===== src/rtl/pipe_ctrl_if.sv =====
// pipe_ctrl_if: groups the execution/pc_reg side signals of the pipeline
// sequencer into one bundle.
//   slave  modport : used by pipe_ctrl (consumes *_i, drives *_o)
//   master modport : used by the environment (drives *_i, observes *_o)
// Signals:
//   jump_en_i / jump_addr_i : taken branch/JAL and its target from EX
//   pc_i                    : current PC from pc_reg
//   halt_req_i              : debug halt request (level)
//   jump_en_o / jump_addr_o : redirect strobe and target to pc_reg
//   hold_pc_o               : freeze the PC
//   flush_o                 : load a bubble into IF/ID and ID/EX
//   halt_ack_o              : core halted, pipeline empty
//   halt_pc_o               : resume address
//   state_o                 : sequencer state (0=RUN, 1=DRAIN, 2=HALTED)
interface pipe_ctrl_if;
    logic        jump_en_i;
    logic [31:0] jump_addr_i;
    logic [31:0] pc_i;
    logic        halt_req_i;
    logic        jump_en_o;
    logic [31:0] jump_addr_o;
    logic        hold_pc_o;
    logic        flush_o;
    logic        halt_ack_o;
    logic [31:0] halt_pc_o;
    logic [1:0]  state_o;

    modport slave (
        input  jump_en_i, jump_addr_i, pc_i, halt_req_i,
        output jump_en_o, jump_addr_o, hold_pc_o, flush_o,
               halt_ack_o, halt_pc_o, state_o
    );

    modport master (
        output jump_en_i, jump_addr_i, pc_i, halt_req_i,
        input  jump_en_o, jump_addr_o, hold_pc_o, flush_o,
               halt_ack_o, halt_pc_o, state_o
    );
endinterface


===== src/rtl/pipe_ctrl.sv =====
// pipe_ctrl: pipeline sequencer for the 3-stage core (IF, ID, EX).
// Redirects the PC and flushes IF/ID and ID/EX on a taken branch/JAL, and
// runs the debug halt handshake (drain, freeze fetch, report resume PC).
// Ports:
//   clk  : system clock, rising edge
//   rst  : synchronous active-high reset
//   bus  : pipe_ctrl_if.slave (see interface file for signal list)
//
// state  | meaning
// -------+---------------------------------------------------------------
// RUN    | normal execution; jumps redirect and flush
// DRAIN  | PC held, bubbles injected, waiting for in-flight work to retire
// HALTED | pipeline empty, halt acknowledged, halt_pc_o holds resume PC
// (3)    | unused encoding, returns to RUN on the next edge
module pipe_ctrl #(
    parameter logic [31:0] RESET_ADDR   = 32'h0000_0000,
    parameter int          DRAIN_CYCLES = 2
) (
    input  logic         clk,
    input  logic         rst,
    pipe_ctrl_if.slave   bus
);

    // A drain of zero cycles would skip the retire window, so clamp to one.
    localparam int DC_EFF = (DRAIN_CYCLES < 1) ? 1 : DRAIN_CYCLES;
    localparam int CNT_W  = $clog2(DC_EFF + 1);

    localparam logic [1:0] ST_RUN    = 2'd0;
    localparam logic [1:0] ST_DRAIN  = 2'd1;
    localparam logic [1:0] ST_HALTED = 2'd2;

    logic [1:0]       r_state;
    logic [CNT_W-1:0] r_drain_cnt;
    logic [31:0]      r_halt_pc;

    logic [1:0]       w_state_nxt;
    logic [CNT_W-1:0] w_drain_cnt_nxt;
    logic [31:0]      w_halt_pc_nxt;

    always_ff @(posedge clk) begin
        if (rst) begin
            r_state     <= ST_RUN;
            r_drain_cnt <= '0;
            r_halt_pc   <= RESET_ADDR;
        end else begin
            r_state     <= w_state_nxt;
            r_drain_cnt <= w_drain_cnt_nxt;
            r_halt_pc   <= w_halt_pc_nxt;
        end
    end

    always_comb begin
        w_state_nxt     = r_state;
        w_drain_cnt_nxt = r_drain_cnt;
        w_halt_pc_nxt   = r_halt_pc;
        case (r_state)
            ST_RUN: begin
                if (bus.halt_req_i) begin
                    w_state_nxt     = ST_DRAIN;
                    w_drain_cnt_nxt = CNT_W'(DC_EFF - 1);
                end
            end
            ST_DRAIN: begin
                if (!bus.halt_req_i) begin
                    w_state_nxt = ST_RUN;
                end else if (r_drain_cnt == '0) begin
                    w_state_nxt   = ST_HALTED;
                    // A branch resolving in the last drain cycle decides
                    // where execution must resume.
                    w_halt_pc_nxt = bus.jump_en_i ? bus.jump_addr_i : bus.pc_i;
                end else begin
                    w_drain_cnt_nxt = r_drain_cnt - 1'b1;
                end
            end
            ST_HALTED: begin
                if (!bus.halt_req_i) begin
                    w_state_nxt = ST_RUN;
                end
            end
            default: begin
                w_state_nxt = ST_RUN;
            end
        endcase
    end

    always_comb begin
        bus.jump_en_o  = 1'b0;
        bus.hold_pc_o  = 1'b0;
        bus.flush_o    = 1'b1;
        bus.halt_ack_o = 1'b0;
        case (r_state)
            ST_RUN: begin
                bus.jump_en_o = bus.jump_en_i;
                bus.flush_o   = bus.jump_en_i;
            end
            ST_DRAIN: begin
                // pc_reg gives the redirect priority over the hold.
                bus.jump_en_o = bus.jump_en_i;
                bus.hold_pc_o = 1'b1;
            end
            ST_HALTED: begin
                bus.hold_pc_o  = 1'b1;
                bus.halt_ack_o = 1'b1;
            end
            default: begin
                bus.jump_en_o = 1'b0;
            end
        endcase
        if (rst) begin
            bus.jump_en_o  = 1'b0;
            bus.hold_pc_o  = 1'b0;
            bus.flush_o    = 1'b1;
            bus.halt_ack_o = 1'b0;
        end
    end

    assign bus.jump_addr_o = bus.jump_addr_i;
    assign bus.halt_pc_o   = r_halt_pc;
    assign bus.state_o     = r_state;

endmodule


===== src/flat_wrapper.sv =====
// flat-port wrapper written by rule: the top's interface ports become plain ports
module pipe_ctrl_flat 
#(
    parameter logic [31:0] RESET_ADDR   = 32'h0000_0000,
    parameter int          DRAIN_CYCLES = 2
)
  (clk, rst, bus_jump_en_i, bus_jump_addr_i, bus_pc_i, bus_halt_req_i, bus_jump_en_o, bus_jump_addr_o, bus_hold_pc_o, bus_flush_o, bus_halt_ack_o, bus_halt_pc_o, bus_state_o);
  pipe_ctrl_if bus_i ();
  input  logic clk;
  input  logic rst;
  input wire logic [$bits(bus_i.jump_en_i)-1:0] bus_jump_en_i;
  input wire logic [$bits(bus_i.jump_addr_i)-1:0] bus_jump_addr_i;
  input wire logic [$bits(bus_i.pc_i)-1:0] bus_pc_i;
  input wire logic [$bits(bus_i.halt_req_i)-1:0] bus_halt_req_i;
  output wire logic [$bits(bus_i.jump_en_o)-1:0] bus_jump_en_o;
  output wire logic [$bits(bus_i.jump_addr_o)-1:0] bus_jump_addr_o;
  output wire logic [$bits(bus_i.hold_pc_o)-1:0] bus_hold_pc_o;
  output wire logic [$bits(bus_i.flush_o)-1:0] bus_flush_o;
  output wire logic [$bits(bus_i.halt_ack_o)-1:0] bus_halt_ack_o;
  output wire logic [$bits(bus_i.halt_pc_o)-1:0] bus_halt_pc_o;
  output wire logic [$bits(bus_i.state_o)-1:0] bus_state_o;
  assign bus_i.jump_en_i = bus_jump_en_i;
  assign bus_i.jump_addr_i = bus_jump_addr_i;
  assign bus_i.pc_i = bus_pc_i;
  assign bus_i.halt_req_i = bus_halt_req_i;
  assign bus_jump_en_o = bus_i.jump_en_o;
  assign bus_jump_addr_o = bus_i.jump_addr_o;
  assign bus_hold_pc_o = bus_i.hold_pc_o;
  assign bus_flush_o = bus_i.flush_o;
  assign bus_halt_ack_o = bus_i.halt_ack_o;
  assign bus_halt_pc_o = bus_i.halt_pc_o;
  assign bus_state_o = bus_i.state_o;
  pipe_ctrl #(.RESET_ADDR(RESET_ADDR), .DRAIN_CYCLES(DRAIN_CYCLES)) u_core (.clk(clk), .rst(rst), .bus(bus_i));
endmodule

===== config.mk =====
export PLATFORM = sky130hd
export DESIGN_NAME = pipe_ctrl_flat
export DESIGN_NICKNAME = d
export VERILOG_FILES = /design/src/rtl/pipe_ctrl_if.sv /design/src/rtl/pipe_ctrl.sv /design/src/flat_wrapper.sv
export SDC_FILE = /design/constraint.sdc
export NUM_CORES = 1
export LEC_CHECK = 0
export CAP_MARGIN = 15
export CORE_MARGIN = 10
export CORE_UTILIZATION = 39
export DETAILED_ROUTE_END_ITERATION = 6
export PLACE_DENSITY_LB_ADDON = 0.1
export SLEW_MARGIN = 5
export SYNTH_ARGS = -nofsm -noshare
export SYNTH_HDL_FRONTEND = slang
export SYNTH_SLANG_ARGS = --single-unit

===== constraint.sdc =====
create_clock -name clk -period 2.5 [get_ports clk]
set_clock_uncertainty 0.15 [all_clocks]
set_input_delay 0.25 -clock clk [delete_from_list [all_inputs] [get_ports clk]]
set_output_delay 0.25 -clock clk [all_outputs]
set_load 0.01 [all_outputs]

==> key figures <==
Timing
  – Final TNS setup: 0 ps
  – Hold_ws: ~95 ps
  – Final setup viols: 0
  – Final Critical Period: ~2200 ps
  – Max-slew violation total from the final report: 0
  – RSZ-0062 raised after global routing: false
  – Fmax: around 460 MHz
  – Final Cycle Share: 0.871
  – Fin. Hold Viols: 0
  – Worst-margin pin slew: approximately 470 ps
  – Max-slew headroom: 0.689

Clock tree
  – H-tree levels: 2
  – Setup Buffers After CTS: 0
  – Clk buf depth: 2
  – PostCTS Resize Cnt: 0
  – Clock Tree Root: clkbuf_8
  – Worst skew pair latency: roughly 280 ps
  – Clock slew at reported path FFs: ~70 ps
  – Num CTS Buffers: 5
  – CTS Sinks: 36
  – CTS tree: done
  – CTS Hold Bufs: 0

Global route
  – Vias in the first global route: approximately 1,900
  – Initial antenna violation count: 0
  – Overall fraction of global-route tracks in use: 0.131
  – Congestion Overflow GR: 0
  – Global-route wire length before repair: around 9.4 mm
  – Largest net degree at the start of global routing: between 40 and 50

Power
  – Int Pwr: roughly 1.2 mW
  – Pwr Density: roughly 530 mW/mm2
  – NetSw: 532 uW
  – LEAKAGE: about 1.2 nW
  – Clk pwr share: 0.214
  – Sw frac: 0.301
  – Sequential Power Share: 0.390
  – Peak VDD IR: around 0.26 mV
  – Comb pwr share: 0.397

Die
  – Die width: ~93 um
  – Die Y: a little over 90 um
  – Num ports: 138
  – Initial Util: 0.406
  – Die Area: just under 0.009 mm2
  – Core Region: about 0.0052 mm2
  – Row count: 26

Route
  – Routed WL: between 5 and 6 mm
  – DR iter-0 viols: 29
  – Routed length per instance: ~16 um
  – DR vias/cell: 4.62
  – DR pass1 iterations: 4
  – Residual DRC: 0
  – Via count: ~1,800
  – Antenna viol nets, final: 0

Placement
  – Hpwl dp: just under 5 mm
  – Gpl congestion: approximately 0.71
  – Number of buffers added on ports: about 140

Synth
  – XOR/XNOR share of the synthesized area: 0
  – Compound-gate portion of the synthesized area: 0.176
  – Netlist cell types: 22
  – Post-Synthesis Cells: approximately 210
  – Largest family of logic cells by synthesized area: buffers and inverters
  – Total of flip-flops plus latches after synthesis: 36
  – Mux share of post-synthesis cell area: 0.162
  – Simple-gate share of the synthesized area: 0.101
  – Syn nets: around 290
  – Post-Synth Adder-Cell Area: 0.0357
  – Synth warn: 0
  – Synthesized cell area: 0.00210 mm2
  – Area leader, netlist: dfxtp_1
  – Leading post-synthesis cells by cell area: dfxtp_1 34%, mux2i_1 16%, buf_4 14%, a211oi_2 12%, nor2_1 7.1%
  – Avg Cell Area, Syn: approximately 9.8 um2
  – Seq/Total Area, Yosys: 0.343
  – Yosys top cell area share: 0.343

Worst setup path
  – Crit-path max FO: 4
  – Critical path type: register to primary output
  – Crit start category: register
  – Crit path DAT: approximately 1800 ps
  – Crit end category: primary output
  – Required @ worst endpoint: around 2100 ps

Finish
  – Layout area overhead: 57.5%
  – Share of layout cells above drive strength 1: 0.108
  – Nets@finish: 389
  – Fillers: ~440
  – # diodes: 0
  – Multi-input gate area: around 1000 um2
  – Sequential Area: 721 um2

Min path
  – Min-Delay Path Class: primary input to register

Run status
  – Run status: finished, final reports clean

Flow run
  – Max-cap violations: 0
-- synthesized netlist by cell type --
library cell,number
nor2_1,40
nand2b_1,1
ha_1,6
and3_1,1
o32ai_2,1
and3_4,1
dfxtp_1,36
buf_1,1
a211oi_1,12
buf_8,3
a22oi_1,1
nor3b_1,1
nor3_1,1
mux2i_1,34
inv_1,6
a31oi_1,1
nand2_1,2
clkbuf_4,1
a211oi_2,20
clkbuf_1,3
nor2b_1,3
buf_4,39
-- registers in the layout (all words and copies together) (netlist names) --
signal / cells
u_core.bus.halt_pc_o: 32
u_core.bus.state_o: 2
u_core.r_drain_cnt: 2
-- power by group through the flow --
stage               Combinational, mW  Clock, mW  Sequential (mW)
global route                    0.768      0.420            0.698
finish                          0.701      0.378            0.689
floorplan                       0.370          0            0.731
global placement                0.703          0            0.699
detailed placement              0.712          0            0.701
CTS                             0.714      0.398            0.689
-- path summary, 6_finish.rpt --
check                                              from                  endpoint  slack, ps  depth (start not counted)
worst max-delay path              u_core.bus.state_o[1]             bus_jump_en_o        320                          5
worst min register to register  u_core.bus.halt_pc_o[4]   u_core.bus.halt_pc_o[4]        350                          2
worst min-delay path                                rst     u_core.bus.state_o[1]         90                          2
worst max register to register    u_core.bus.state_o[1]  u_core.bus.halt_pc_o[31]        590                          6
-- final cells by class --
class,instances,share of cell area
clock buffer,6,0.0219
clock inverter,1,0.00151
inverter,6,0.00680
multi-input combinational,125,0.302
sequential,36,0.218
tap,70,0.0265
timing repair buffer,141,0.424
-- layer usage --
| layer | GRT usage | part of all wire |
|---|---|---|
| met3 | 0.0639 | 0.14 |
| met1 | 0.136 | 0.38 |
| met4 | 0.0424 | 0.011 |
| met5 | 0 | 0 |
| met2 | 0.227 | 0.47 |
-- cells in the final DEF, fill, tap and decap left out, drive strengths merged --
cell type	instances
a211oi	32
a22oi	1
a31oi	1
and3	2
buf	6
clkbuf	6
clkdlybuf4s50	135
clkinv	1
dfxtp	36
ha	6
inv	6
mux2i	34
nand2	2
nand2b	1
nor2	40
nor2b	3
nor3	1
nor3b	1
o32ai	1
-- critical path, stage by stage (launching register included) --
cell             delay, ps
dfxtp_1                350
inv_1                  140
ha_1                   230
nor2_1                  60
nor3b_1                160
clkdlybuf4s50_1        560
-- stage by stage --
| stage | setup slack (ps) | instances | power (mW) | utilization | area [um2] |
|---|---|---|---|---|---|
| 2_1_floorplan | 851 | 214 | 1.10 | - | 2100 |
| 3_3_place_gp | 548 | 378 | 1.40 | 0.625 | 3230 |
| 3_5_place_dp | 530 | 378 | 1.41 | 0.625 | 3230 |
| 4_1_cts | 314 | 385 | 1.80 | 0.640 | 3310 |
| 5_1_grt | 205 | 385 | 1.89 | 0.640 | 3310 |
| 6_report | 323 | 385 | 1.77 | 0.640 | 3310 |
-- kinds of logic after synthesis --
group           after synthesis
fa+ha+maj                     6
flops                        36
buf+inv                      53
simple gates                 50
compound gates               35
mux                          34
Power figures use the tool's default switching activity.
